**src/rtl/comparator_pkg.sv**
```systemverilog
// Shared types and helpers for the serial magnitude comparator.
// Holds the FSM state enum, one-hot result codes and digit-count helpers.
// No logic; imported by the comparator top and its digit compare stage.
package comparator_pkg;

    typedef enum logic [1:0] {
        IDLE = 2'd0,
        RUN  = 2'd1,
        DONE = 2'd2
    } cmp_state_t;

    // One-hot result codes, bit order {L, E, G}.
    localparam logic [2:0] RES_L    = 3'b100;
    localparam logic [2:0] RES_E    = 3'b010;
    localparam logic [2:0] RES_G    = 3'b001;
    localparam logic [2:0] RES_NONE = 3'b000;

    // Number of DIGIT-wide digits in a WIDTH-bit operand.
    function automatic int cmp_ndig(input int width, input int digit);
        return width / digit;
    endfunction

    // Counter width: holds NDIG-1 with one spare bit.
    function automatic int cmp_cnt_w(input int width, input int digit);
        return $clog2(width / digit) + 1;
    endfunction

endpackage

```
**src/rtl/comparator_digit_cmp.sv**
```systemverilog
// Purpose: combinational unsigned compare of one DIGIT-bit digit pair.
// Latency: 0 cycles (pure combinational). Backpressure: none.
// Ports: a_dig/b_dig digit inputs; lt/eq/gt mutually exclusive flags.
module comparator_digit_cmp #(
    parameter int DIGIT = 1
) (
    input  logic [DIGIT-1:0] a_dig,
    input  logic [DIGIT-1:0] b_dig,
    output logic             lt,
    output logic             eq,
    output logic             gt
);

    assign lt = (a_dig <  b_dig);
    assign eq = (a_dig == b_dig);
    assign gt = (a_dig >  b_dig);

endmodule

```
**src/rtl/comparator_nbit_serial.sv**
```systemverilog
// Purpose: MSB-first serial magnitude compare of two WIDTH-bit operands, DIGIT bits/cycle.
// Latency: 1..NDIG cycles after accept; stops at the first differing digit.
// Backpressure: in_ready only in IDLE; registered one-hot L/E/G held until out_ready.
// Ports: start/in_ready + a/b/signed_mode request; out_valid/out_ready + L/E/G result.
module comparator_nbit_serial
    import comparator_pkg::*;
#(
    parameter int WIDTH     = 8,
    parameter int DIGIT     = 1,
    parameter int SIGNED_EN = 1
) (
    input  logic             clk,
    input  logic             rst_n,
    input  logic             start,
    output logic             in_ready,
    input  logic [WIDTH-1:0] a,
    input  logic [WIDTH-1:0] b,
    input  logic             signed_mode,
    output logic             out_valid,
    input  logic             out_ready,
    output logic             L,
    output logic             E,
    output logic             G
);

    localparam int NDIG  = cmp_ndig(WIDTH, DIGIT);
    localparam int CNT_W = cmp_cnt_w(WIDTH, DIGIT);

    if (WIDTH < 1 || DIGIT < 1 || DIGIT > WIDTH || (WIDTH % DIGIT) != 0) begin : g_bad_param
        $error("comparator_nbit_serial: DIGIT must divide WIDTH and not exceed it");
    end

    cmp_state_t       state_q, state_d;
    logic [WIDTH-1:0] a_sh_q, a_sh_d;
    logic [WIDTH-1:0] b_sh_q, b_sh_d;
    logic [CNT_W-1:0] cnt_q, cnt_d;
    logic [2:0]       res_q, res_d;

    logic             eff_signed;
    logic [WIDTH-1:0] a_cap, b_cap;
    logic             dig_lt, dig_eq, dig_gt;

    // Flipping the sign bit maps two's complement onto offset binary,
    // so the serial core only ever needs an unsigned compare.
    assign eff_signed = signed_mode & (SIGNED_EN != 0);

    always_comb begin
        a_cap            = a;
        b_cap            = b;
        a_cap[WIDTH-1]   = a[WIDTH-1] ^ eff_signed;
        b_cap[WIDTH-1]   = b[WIDTH-1] ^ eff_signed;
    end

    comparator_digit_cmp #(
        .DIGIT (DIGIT)
    ) u_digit_cmp (
        .a_dig (a_sh_q[WIDTH-1 -: DIGIT]),
        .b_dig (b_sh_q[WIDTH-1 -: DIGIT]),
        .lt    (dig_lt),
        .eq    (dig_eq),
        .gt    (dig_gt)
    );

    always_comb begin
        state_d = state_q;
        a_sh_d  = a_sh_q;
        b_sh_d  = b_sh_q;
        cnt_d   = cnt_q;
        res_d   = res_q;
        unique case (state_q)
            IDLE: begin
                if (start) begin
                    a_sh_d  = a_cap;
                    b_sh_d  = b_cap;
                    cnt_d   = CNT_W'(NDIG - 1);
                    state_d = RUN;
                end
            end
            RUN: begin
                if (dig_lt) begin
                    res_d   = RES_L;
                    state_d = DONE;
                end else if (dig_gt) begin
                    res_d   = RES_G;
                    state_d = DONE;
                end else if (dig_eq && cnt_q == '0) begin
                    res_d   = RES_E;
                    state_d = DONE;
                end else begin
                    a_sh_d = a_sh_q << DIGIT;
                    b_sh_d = b_sh_q << DIGIT;
                    cnt_d  = cnt_q - CNT_W'(1);
                end
            end
            DONE: begin
                if (out_ready) begin
                    res_d   = RES_NONE;
                    state_d = IDLE;
                end
            end
            default: begin
                res_d   = RES_NONE;
                state_d = IDLE;
            end
        endcase
    end

    always_ff @(posedge clk or negedge rst_n) begin
        if (!rst_n) begin
            state_q <= IDLE;
            a_sh_q  <= '0;
            b_sh_q  <= '0;
            cnt_q   <= '0;
            res_q   <= RES_NONE;
        end else begin
            state_q <= state_d;
            a_sh_q  <= a_sh_d;
            b_sh_q  <= b_sh_d;
            cnt_q   <= cnt_d;
            res_q   <= res_d;
        end
    end

    assign in_ready  = (state_q == IDLE);
    assign out_valid = (state_q == DONE);
    assign L         = res_q[2];
    assign E         = res_q[1];
    assign G         = res_q[0];

endmodule
```
**config.mk**
```make
export PLATFORM = sky130hd
export DESIGN_NAME = comparator_nbit_serial
export DESIGN_NICKNAME = d
export VERILOG_FILES = /design/src/rtl/comparator_pkg.sv /design/src/rtl/comparator_digit_cmp.sv /design/src/rtl/comparator_nbit_serial.sv
export SDC_FILE = /design/constraint.sdc
export NUM_CORES = 1
export LEC_CHECK = 0
export ABC_AREA = 1
export CORE_MARGIN = 2
export CORE_UTILIZATION = 45
export DETAILED_ROUTE_END_ITERATION = 8
export GPL_ROUTABILITY_DRIVEN = 1
export MAX_ROUTING_LAYER = met4
export PLACE_DENSITY = 0.72
export SYNTH_ARGS = -nofsm -noshare
export SYNTH_HDL_FRONTEND = slang
export SYNTH_SLANG_ARGS = --single-unit
```
**constraint.sdc**
```tcl
create_clock -name clk -period 1.3 [get_ports clk]
set_clock_uncertainty 0.1 [all_clocks]
set_input_delay 0.325 -clock clk [delete_from_list [all_inputs] [get_ports clk]]
set_output_delay 0.325 -clock clk [all_outputs]
set_load 0.02 [all_outputs]
```
==> metrics, run 1 <==
Cells after Synth=approximately 210; Antenna diodes=0; gr usage total=0.219; Hold Vio Cnt, Final=0; Seq. cell area=627 um^2; EDFF count, synth=0; clock tree root driver cell=clkbuf_4; Post-Synth Simple-Gate Area=0.430; Iter 0 DRT Violations=50; area leader, netlist=dfrtp_1; worst hold slack=0.216 ns; largest family of logic cells by synthesized area=simple AND/OR/NAND/NOR gates; grt met3 use=0.0341; Inserted Clock Buffers=3; die width=61.0 um; busiest grt layer=met2; HPWL after DPL=2.27 mm; Adder-Cell Fraction of Synth Area=0.0342; max incr delay on CP=around 0.47 ns; crit path launch type=register; final net count=291; depth of the CTS H-tree=1; Avg Vias per Cell=4.75; DRT Pass-1 Iters=4; Ports=26; fillers=~240; fraction of registers with async set/reset=1.00; compound-cell area share of the yosys netlist=0.00942; Multi-input gate area=between 800 and 900 um^2; final setup fails=30; via count=1468; yosys warns=0; Max Root-Sink Buffers=2; count of cell types in the netlist=19; CP max FO=8; Arr. time, crit path=1.74 ns; Post-synth top cells=111 x nand2_1, 25 x dfrtp_1, 23 x nand3_1; XOR/XNOR share of the synthesized area=0.00599; fraction of layout cells with a size suffix above 1=0.343; grt met1 use=0.241; maximum VDD drop=around 0.0012 V; final wirelength=3.75 mm; Max-Cap Viols=0; Synth-to-Final Area Change=55.6%; crit path max-delay cell type=dfrtp_2; Power Density=2420 nW/um^2; Bufs and invs on worst path=3; crit path cell chain=buf_6 -> buf_6 -> nand3_2 -> nand2_2 -> nor2_4 -> nand2_4 -> buf_8 -> nand2_1 -> nand2_1; Leakage=1.21 nW; flops & latches, synth=25; top-count cell post-synth=nand2_1; post-synthesis mux area share=0; Final Slew Violations=0; outcome=finished, violations left; CTS tree=yes; Least-Margin Pin Slew=about 0.24 ns; die height=61.0 um; FMAX=between 600 and 700 MHz; PortBufs=25; final worst setup slack=-0.293 ns; Die Footprint=3720 um^2; Synth area leaders=dfrtp_1 43%, nand2_1 29%, nand3_1 7.9%; Placed Cells incl. Taps=297; routed len/inst=roughly 12 um; Non-Filler Instances=309; failing checks=setup timing; number of global-route vias before repair=1380; antenna-violating nets left=0; worst slack, placed=-0.371 ns; crit share post-route=1.23; Post-DP Area=~2000 um^2; Setup CP Type=register to register; Synth top area share=0.428; Crit. End Element=register; ys flop type=dfrtp_1; first-pass GRT wire length=approximately 5.8 mm; CP required=1.44 ns; Synthesized Nets=232; max_slew headroom=0.837; Top Family by Delay on Critical Path=simple AND/OR/NAND/NOR gates; pin count of the biggest net entering global routing=26; Routability Congestion=0.778; post-layout instance area=~2300 um^2; grt met2 use=0.399; Clock Latency Late Sink=0.33 ns; GR Overflow Total=0; Starting Density=0.475; Hold Crit Class=input pin to asynchronous set/reset pin; core area=about 3100 um^2; clk sinks=25; Synth Cell Area=1460 um^2; Rows=20; Period minus WS final=1.59 ns; sequential cell area fraction in the yosys report=0.428; RSZ-0062 raised after global routing=true; Reg clk slew, reported paths=between 0.1 and 0.15 ns; Post-Syn Area per Cell=~7.1 um^2; DR DRC count=0; initial antenna violation count=0; final core occ=0.739
layer usage:
layer  wire (um)  share of wire
met5           0              0
met4          48          0.013
met3         121          0.032
met2        2020           0.54
met1        1570           0.42
logic make-up after synthesis:
family,after synthesis
AND/OR/NAND/NOR,150
buffers and inverters,25
flip-flops,25
adder cells (fa/ha/maj),4
AO/OA/AOI/OAI,2
XOR/XNOR,1
stage by stage:
step	power (W)	setup TNS, ns
final	0.00549	-6.82
after global routing	0.00593	-8.60
after CTS	0.00495	-5.69
after detailed placement	0.00414	-8.38
after global placement	0.00407	-7.83
after floorplan	0.00313	-1.68
worst paths after layout:
path | startpoint | end | slack (ns) | depth (start not counted)
max in group asynchronous | rst_n | state_q[0] | 0.72 | 2
worst min-delay path | rst_n | state_q[1] | 0.22 | 2
min in group clk | a_sh_q[3] | a_sh_q[3] | 0.39 | 2
worst min register to register | a_sh_q[3] | a_sh_q[3] | 0.39 | 2
worst max register to register | state_q[0] | a_sh_q[6] | -0.29 | 9
worst max-delay path | state_q[0] | a_sh_q[6] | -0.29 | 9
power breakdown:
| group | internal [W] | switching, W |
|---|---|---|
| Sequential | 0.00114 | 0.000241 |
| Clock | 0.000121 | 0.000251 |
| Combinational | 0.00180 | 0.00195 |
sequential cells by signal, summed over array words and instances, names as in the netlist:
signal,count
b_sh_q,8
a_sh_q,8
state_q,2
res_q,3
cnt_q,4
final cells by class:
| type | instances | share of cell area |
|---|---|---|
| clock buffer | 4 | 0.0116 |
| inverter | 16 | 0.0264 |
| tap | 44 | 0.0242 |
| sequential | 25 | 0.276 |
| multi-input combinational | 157 | 0.382 |
| timing repair buffer | 63 | 0.280 |
layout by cell type, fill, tap and decap left out, types with 2 or more instances in the layout:
| cell type | synthesis | routed |
|---|---|---|
| buf_12 | 0 | 2 |
| buf_4 | 2 | 25 |
| buf_6 | 4 | 11 |
| buf_8 | 0 | 4 |
| clkbuf_4 | 0 | 3 |
| clkdlybuf4s50_1 | 0 | 20 |
| dfrtp_1 | 25 | 24 |
| ha_1 | 4 | 2 |
| inv_1 | 15 | 11 |
| inv_2 | 1 | 5 |
| nand2_1 | 111 | 92 |
| nand2_2 | 1 | 17 |
| nand2_4 | 1 | 4 |
| nand3_1 | 23 | 13 |
| nand3_2 | 1 | 9 |
| nand3_4 | 0 | 2 |
| nand3b_1 | 2 | 2 |
| nand4_1 | 2 | 2 |
| nor2_1 | 6 | 5 |
| nor2_4 | 0 | 3 |
repair_timing:
item,in CTS,in global routing
gates resized for setup,54,34
setup endpoints to repair,30,30
pin swaps,7,13
setup buffers,4,3
gates cloned,0,1
hold buffers,0,0
No activity file was read; power rests on OpenSTA's default activity.
==> run 2: changes to the inputs <==
--- a/config.mk
+++ b/config.mk
@@ -6,7 +6,6 @@
 export NUM_CORES = 1
 export LEC_CHECK = 0
 export ABC_AREA = 1
-export CORE_MARGIN = 2
 export CORE_UTILIZATION = 45
 export DETAILED_ROUTE_END_ITERATION = 8
 export GPL_ROUTABILITY_DRIVEN = 1
==> run 2 against run 1 <==
  * The run still ends with setup timing left
  * Sequential share of layout area rose by 0.79 points
  * Die area fell by 6.5%
  * Final cell count up 0.32%
  * Clock power down 5%
  * Flip-flop and latch count stayed put
  * Critical path type unchanged
==> metrics, run 2 (synthesis results as in run 1) <==
crit share post-route=1.19; top flop regs=a_sh_q x8, b_sh_q x8, cnt_q x4; crit path launch type=register; Placed Cells incl. Taps=just under 300; crit path max-delay cell type=dfrtp_1; failing checks=setup timing; worst setup path startpoint=b_sh_q[7]; first-pass GRT wire length=6.00 mm; CP required=1.43 ns; Die Footprint=3480 um^2; clock tree root driver cell=clkbuf_4; RSZ-0062 raised after global routing=true; PortBufs=25; Reg clk slew, reported paths=approximately 0.14 ns; Non-Filler Instances=310; CP max FO=6; Hold Crit Class=input pin to asynchronous set/reset pin; maximum VDD drop=0.00116 V; final setup fails=30; Starting Density=0.475; depth of the CTS H-tree=1; final wirelength=3.51 mm; Cell Int Power=roughly 0.0029 W; clock power share=0.068; Seq. cell area=626 um^2; number of global-route vias before repair=~1400; Multi-input gate area=843 um^2; die width=59.0 um; Synth-to-Final Area Change=50.9%; most common cell after layout, fill and taps aside=nand2_1; max_slew headroom=0.798; Final Slew Violations=0; Bufs and invs on worst path=3; Iter 0 DRT Violations=48; DRT Pass-1 Iters=4; Leakage=1.18 nW; grt met2 use=0.437; fraction of layout cells with a size suffix above 1=0.331; Least-Margin Pin Slew=0.303 ns; capturing point of the worst reg2reg path=a_sh_q[3]; HPWL after DPL=2.35 mm; Top Family by Delay on Critical Path=flip-flops; final worst setup slack=-0.245 ns; worst reg2reg path depth=8; fillers=267; grt met3 use=0.0459; reg-to-reg slack, setup=-0.24 ns; Power Density=2370 nW/um^2; routed len/inst=11.3 um; switching share of power=0.441; clk sinks=25; Max Root-Sink Buffers=2; max incr delay on CP=0.42 ns; CTS tree=yes; Routability Congestion=0.774; gr usage total=0.239; grt met1 use=0.273; total net switching power=approximately 0.0023 W; most frequent cells in the layout=90 x nand2_1, 29 x buf_4, 25 x dfrtp_1, 20 x nand2_2, 20 x clkdlybuf4s50_1; crit path cell chain=inv_2 -> ha_4 -> inv_2 -> nor2_4 -> nand3_4 -> buf_4 -> nand3_1 -> nand2_2; outcome=finished, violations left; Period minus WS final=1.54 ns; core area=between 3000 and 4000 um^2; Ports=26; Setup CP Type=register to register; initial antenna violation count=0; CP most frequent cell=inv_2; Clock Latency Late Sink=0.32 ns; pin count of the biggest net entering global routing=26; Rows=20; via count=1441; r2r startpoint=b_sh_q[7]; FMAX=around 650 MHz; combinational share of power=0.667; Antenna diodes=0; final net count=between 200 and 300; Hold Vio Cnt, Final=0; busiest grt layer=met2; GR Overflow Total=0; Reg power frac=0.265; Avg Vias per Cell=4.65; Max-Cap Viols=0; DR DRC count=0; Crit. End Element=register; final core occ=0.717; Arr. time, crit path=1.67 ns; Inserted Clock Buffers=3; die height=59.0 um; cts hold-fix bufs=0; antenna-violating nets left=0
run 2: cell types whose count changed in the layout (fill, tap and decap cells not counted), sizes merged:
cell    change
buf         +2
clkbuf      -1
run 2: timing repair:
| action | in CTS | in global routing |
|---|---|---|
| gates resized for setup | 56 | 24 |
| pin swaps | 6 | 9 |
| endpoints found under the setup margin | 30 | 30 |
| setup buffers | 2 | 4 |
| gates cloned | 2 | 0 |
| hold endpoints to repair | 0 | 0 |
run 2: cell type report:
cell class / count / area share
clock buffer: 4 / 0.0119
sequential: 25 / 0.284
tap: 44 / 0.0250
inverter: 16 / 0.0272
multi-input combinational: 157 / 0.382
timing repair buffer: 64 / 0.270
run 2: metrics by stage:
stage / setup WS, ns / total power [W] / hold slack (ns) / instance area [um^2] / TNS (ns)
floorplan: -0.0853 / 0.00313 / -0.0706 / 1480 / -1.68
global placement: -0.323 / 0.00401 / 0.355 / 1940 / -7.40
detailed placement: -0.365 / 0.00409 / 0.359 / 1940 / -8.30
CTS: -0.248 / 0.00491 / 0.242 / 2100 / -5.69
global route: -0.340 / 0.00570 / 0.233 / 2210 / -8.09
finish: -0.245 / 0.00523 / 0.235 / 2210 / -5.45
run 2: power groups by stage:
stage                     Combinational, W  Clock [W]  Sequential, W
after floorplan                    0.00176          0        0.00137
after global placement             0.00266          0        0.00135
after detailed placement           0.00274          0        0.00135
after CTS                          0.00318   0.000367        0.00136
after global routing               0.00387   0.000400        0.00142
final                              0.00349   0.000354        0.00139
run 2: worst reg2reg max path, delay by kind of cell (launching register included):
kind | cells | cell delay, ns
buf+inv | 3 | 0.30
flops | 1 | 0.42
fa+ha+maj | 1 | 0.27
simple gates | 4 | 0.36
run 2: worst max path at each step:
stage | endpoint | slack, ns | cells past startpoint
2_1_floorplan | b_sh_q[7] | -0.09 | 7
3_3_place_gp | b_sh_q[0] | -0.32 | 7
3_5_place_dp | a_sh_q[0] | -0.36 | 7
4_1_cts | a_sh_q[0] | -0.25 | 9
5_1_grt | b_sh_q[0] | -0.34 | 9
6_report | a_sh_q[3] | -0.24 | 8
run 2: metal layers:
metal / part of all wire / vias to the layer above
li1: - / 751
met1: 0.43 / 665
met2: 0.54 / 21
met3: 0.024 / 4
met4: 0.0060 / 0
met5: 0 / -
==> run 3: changes to the inputs <==
--- a/config.mk
+++ b/config.mk
@@ -9,6 +9,7 @@
 export CORE_UTILIZATION = 45
 export DETAILED_ROUTE_END_ITERATION = 8
 export GPL_ROUTABILITY_DRIVEN = 1
+export GPL_TIMING_DRIVEN = 0
 export MAX_ROUTING_LAYER = met4
 export PLACE_DENSITY = 0.72
 export SYNTH_ARGS = -nofsm -noshare
==> run 3 against run 2 <==
  * The run still ends with setup timing left
  * Critical path depth is the same
  * Die area unchanged
  * Register-to-register slack lost 0.05 ns
  * Final cell count fell by 2.3%
  * First-iteration DRC count increased by 79%
  * Count of clock-buffer cells in the layout unchanged
  * Cell area shrank 1.2%
  * Clock power up 3%
  * Total power up 1.2%
  * Utilization is 0.89 points lower
  * Combinational power about the same
==> metrics, run 3 (synthesis results as in run 1) <==
outcome=finished, violations left; failing checks=setup timing; CP most frequent cell=nand2_1; Hold Crit Class=register to register; final wirelength=3.66 mm; Top Family by Delay on Critical Path=simple AND/OR/NAND/NOR gates; DR DRC count=0; Period minus WS final=1.60 ns; antenna-violating nets left=0; combinational share of power=0.664; total net switching power=0.00240 W; top flop regs=a_sh_q x8, b_sh_q x8, cnt_q x4; Reg clk slew, reported paths=0.15 ns; Die Footprint=3480 um^2; GR Overflow Total=0; CP max FO=5; final worst setup slack=-0.298 ns; fillers=between 200 and 300; final setup fails=30; Placed Cells incl. Taps=between 200 and 300; Rows=20; Iter 0 DRT Violations=between 80 and 90; switching share of power=0.454; Arr. time, crit path=1.77 ns; depth of the CTS H-tree=1; Clock Latency Late Sink=0.33 ns; DRT Pass-1 Iters=4; clock power share=0.069; Final Slew Violations=0; Setup CP Type=register to register; routed len/inst=around 12 um; Antenna diodes=0; die height=between 50 and 60 um; crit path capture=a_sh_q[1]; gr usage total=0.227; Routability Congestion=0.763; Starting Density=0.475; CTS tree=yes; most common cell after layout, fill and taps aside=nand2_1; PortBufs=25; Bufs and invs on worst path=2; HPWL after DPL=~2 mm; most frequent cells in the layout=92 x nand2_1, 24 x dfrtp_1, 19 x clkdlybuf4s50_1, 18 x nand2_2, 18 x buf_4; Post-DP Area=1790 um^2; Inserted Clock Buffers=3; final net count=between 200 and 300; Cell Int Power=0.00289 W; die width=59.0 um; pin count of the biggest net entering global routing=26; first-pass GRT wire length=5.67 mm; Least-Margin Pin Slew=between 0.6 and 0.7 ns; Worst path depth=8; clock tree root driver cell=clkbuf_4; RSZ-0062 raised after global routing=true; reg-to-reg slack, setup=-0.30 ns; clk sinks=25; setup total negative slack=-7.27 ns; worst setup path startpoint=a_sh_q[7]; number of global-route vias before repair=1286; FMAX=626 MHz; maximum VDD drop=roughly 0.0011 V; post-layout instance area=2180 um^2; max incr delay on CP=between 0.4 and 0.5 ns; core area=3080 um^2; initial antenna violation count=0; capturing point of the worst reg2reg path=a_sh_q[1]; Hold Vio Cnt, Final=0; via count=1439; Avg Vias per Cell=4.75; max_slew headroom=0.565; Reg power frac=0.267; Max-Cap Viols=0; Synth-to-Final Area Change=49.1%; crit path max-delay cell type=dfrtp_1; crit path launch type=register; CP required=1.47 ns; Crit. End Element=register; r2r startpoint=a_sh_q[7]; crit share post-route=1.23; fraction of layout cells with a size suffix above 1=0.340; Non-Filler Instances=303; crit path cell chain=ha_4 -> inv_2 -> nor2_4 -> nand3_4 -> nand2_4 -> buf_6 -> nand2_1 -> nand2_1; Leakage=approximately 1.1 nW; Power Density=2430 nW/um^2; Ports=26; worst reg2reg path depth=8; Max Root-Sink Buffers=2
## run 3: cell types whose count changed in the layout (fill, tap and decap cells not counted), moves of 2 or more
cell | before | now
nand2_1 | 90 | 92
nand2_8 | 0 | 2
buf_6 | 14 | 17
nand2_4 | 3 | 1
nand2_2 | 20 | 18
buf_4 | 29 | 18
nand3_1 | 19 | 13
nor2_2 | 1 | 3
nand3_2 | 3 | 9
## run 3: through the flow
stage | total power, W | util | hold WS, ns | setup WS, ns
3_5_place_dp | 0.00374 | 0.580 | 0.359 | -0.549
5_1_grt | 0.00569 | 0.708 | 0.409 | -0.357
4_1_cts | 0.00488 | 0.673 | 0.256 | -0.245
3_3_place_gp | 0.00370 | 0.580 | 0.356 | -0.555
6_report | 0.00529 | 0.708 | 0.388 | -0.298
2_1_floorplan | 0.00313 | - | -0.0706 | -0.0853
## run 3: metal layers
| metal | global-route usage | vias to the layer above | part of all wire |
|---|---|---|---|
| met1 | 0.275 | 659 | 0.45 |
| met4 | 0.0748 | 0 | 0.012 |
| met5 | - | - | 0 |
| met2 | 0.380 | 32 | 0.50 |
| li1 | - | 742 | - |
| met3 | 0.0437 | 6 | 0.035 |
## run 3: power groups by stage
stage | logic [W] | registers, W | clock network (W)
finish | 0.00351 | 0.00141 | 0.000365
global route | 0.00384 | 0.00145 | 0.000396
CTS | 0.00312 | 0.00138 | 0.000374
detailed placement | 0.00235 | 0.00139 | 0
global placement | 0.00231 | 0.00139 | 0
floorplan | 0.00176 | 0.00137 | 0
## run 3: worst reg2reg max path, delay by kind of cell, from the launching register on
kind	cells	cell delay, ns
adders and majority gates	1	0.29
DFF	1	0.46
and+or+nand+nor	5	0.49
buffers and inverters	2	0.17
## run 3: area by class of cell
| cell class | count | area (um^2) | area share |
|---|---|---|---|
| multi-input cells | 157 | 873 | 0.401 |
| flip-flops and latches | 25 | 627 | 0.288 |
| repair buffers | 48 | 449 | 0.206 |
| plain buffers | 9 | 87.6 | 0.0402 |
| inverters | 16 | 60.1 | 0.0276 |
| well taps | 44 | 55.1 | 0.0253 |
| clock buffers | 4 | 26.3 | 0.0121 |
## run 3: worst min path at each step
| stage | startpoint | end | slack [ns] | depth (start not counted) |
|---|---|---|---|---|
| after global placement | a_sh_q[3] | a_sh_q[3] | 0.36 | 2 |
| after global routing | a_sh_q[0] | a_sh_q[0] | 0.41 | 2 |
| after floorplan | rst_n | a_sh_q[0] | -0.07 | 0 |
| final | b_sh_q[0] | b_sh_q[0] | 0.39 | 2 |
| after detailed placement | a_sh_q[3] | a_sh_q[3] | 0.36 | 2 |
| after CTS | rst_n | cnt_q[2] | 0.26 | 1 |
## run 3: repair_timing
action                     CTS  global route
gates resized for setup     71            20
pin swaps                    6             7
hold buffers                 0             1
setup buffers               11             6
setup endpoints to repair   55            55
cloned                       5             0
hold endpoints to repair     0            25
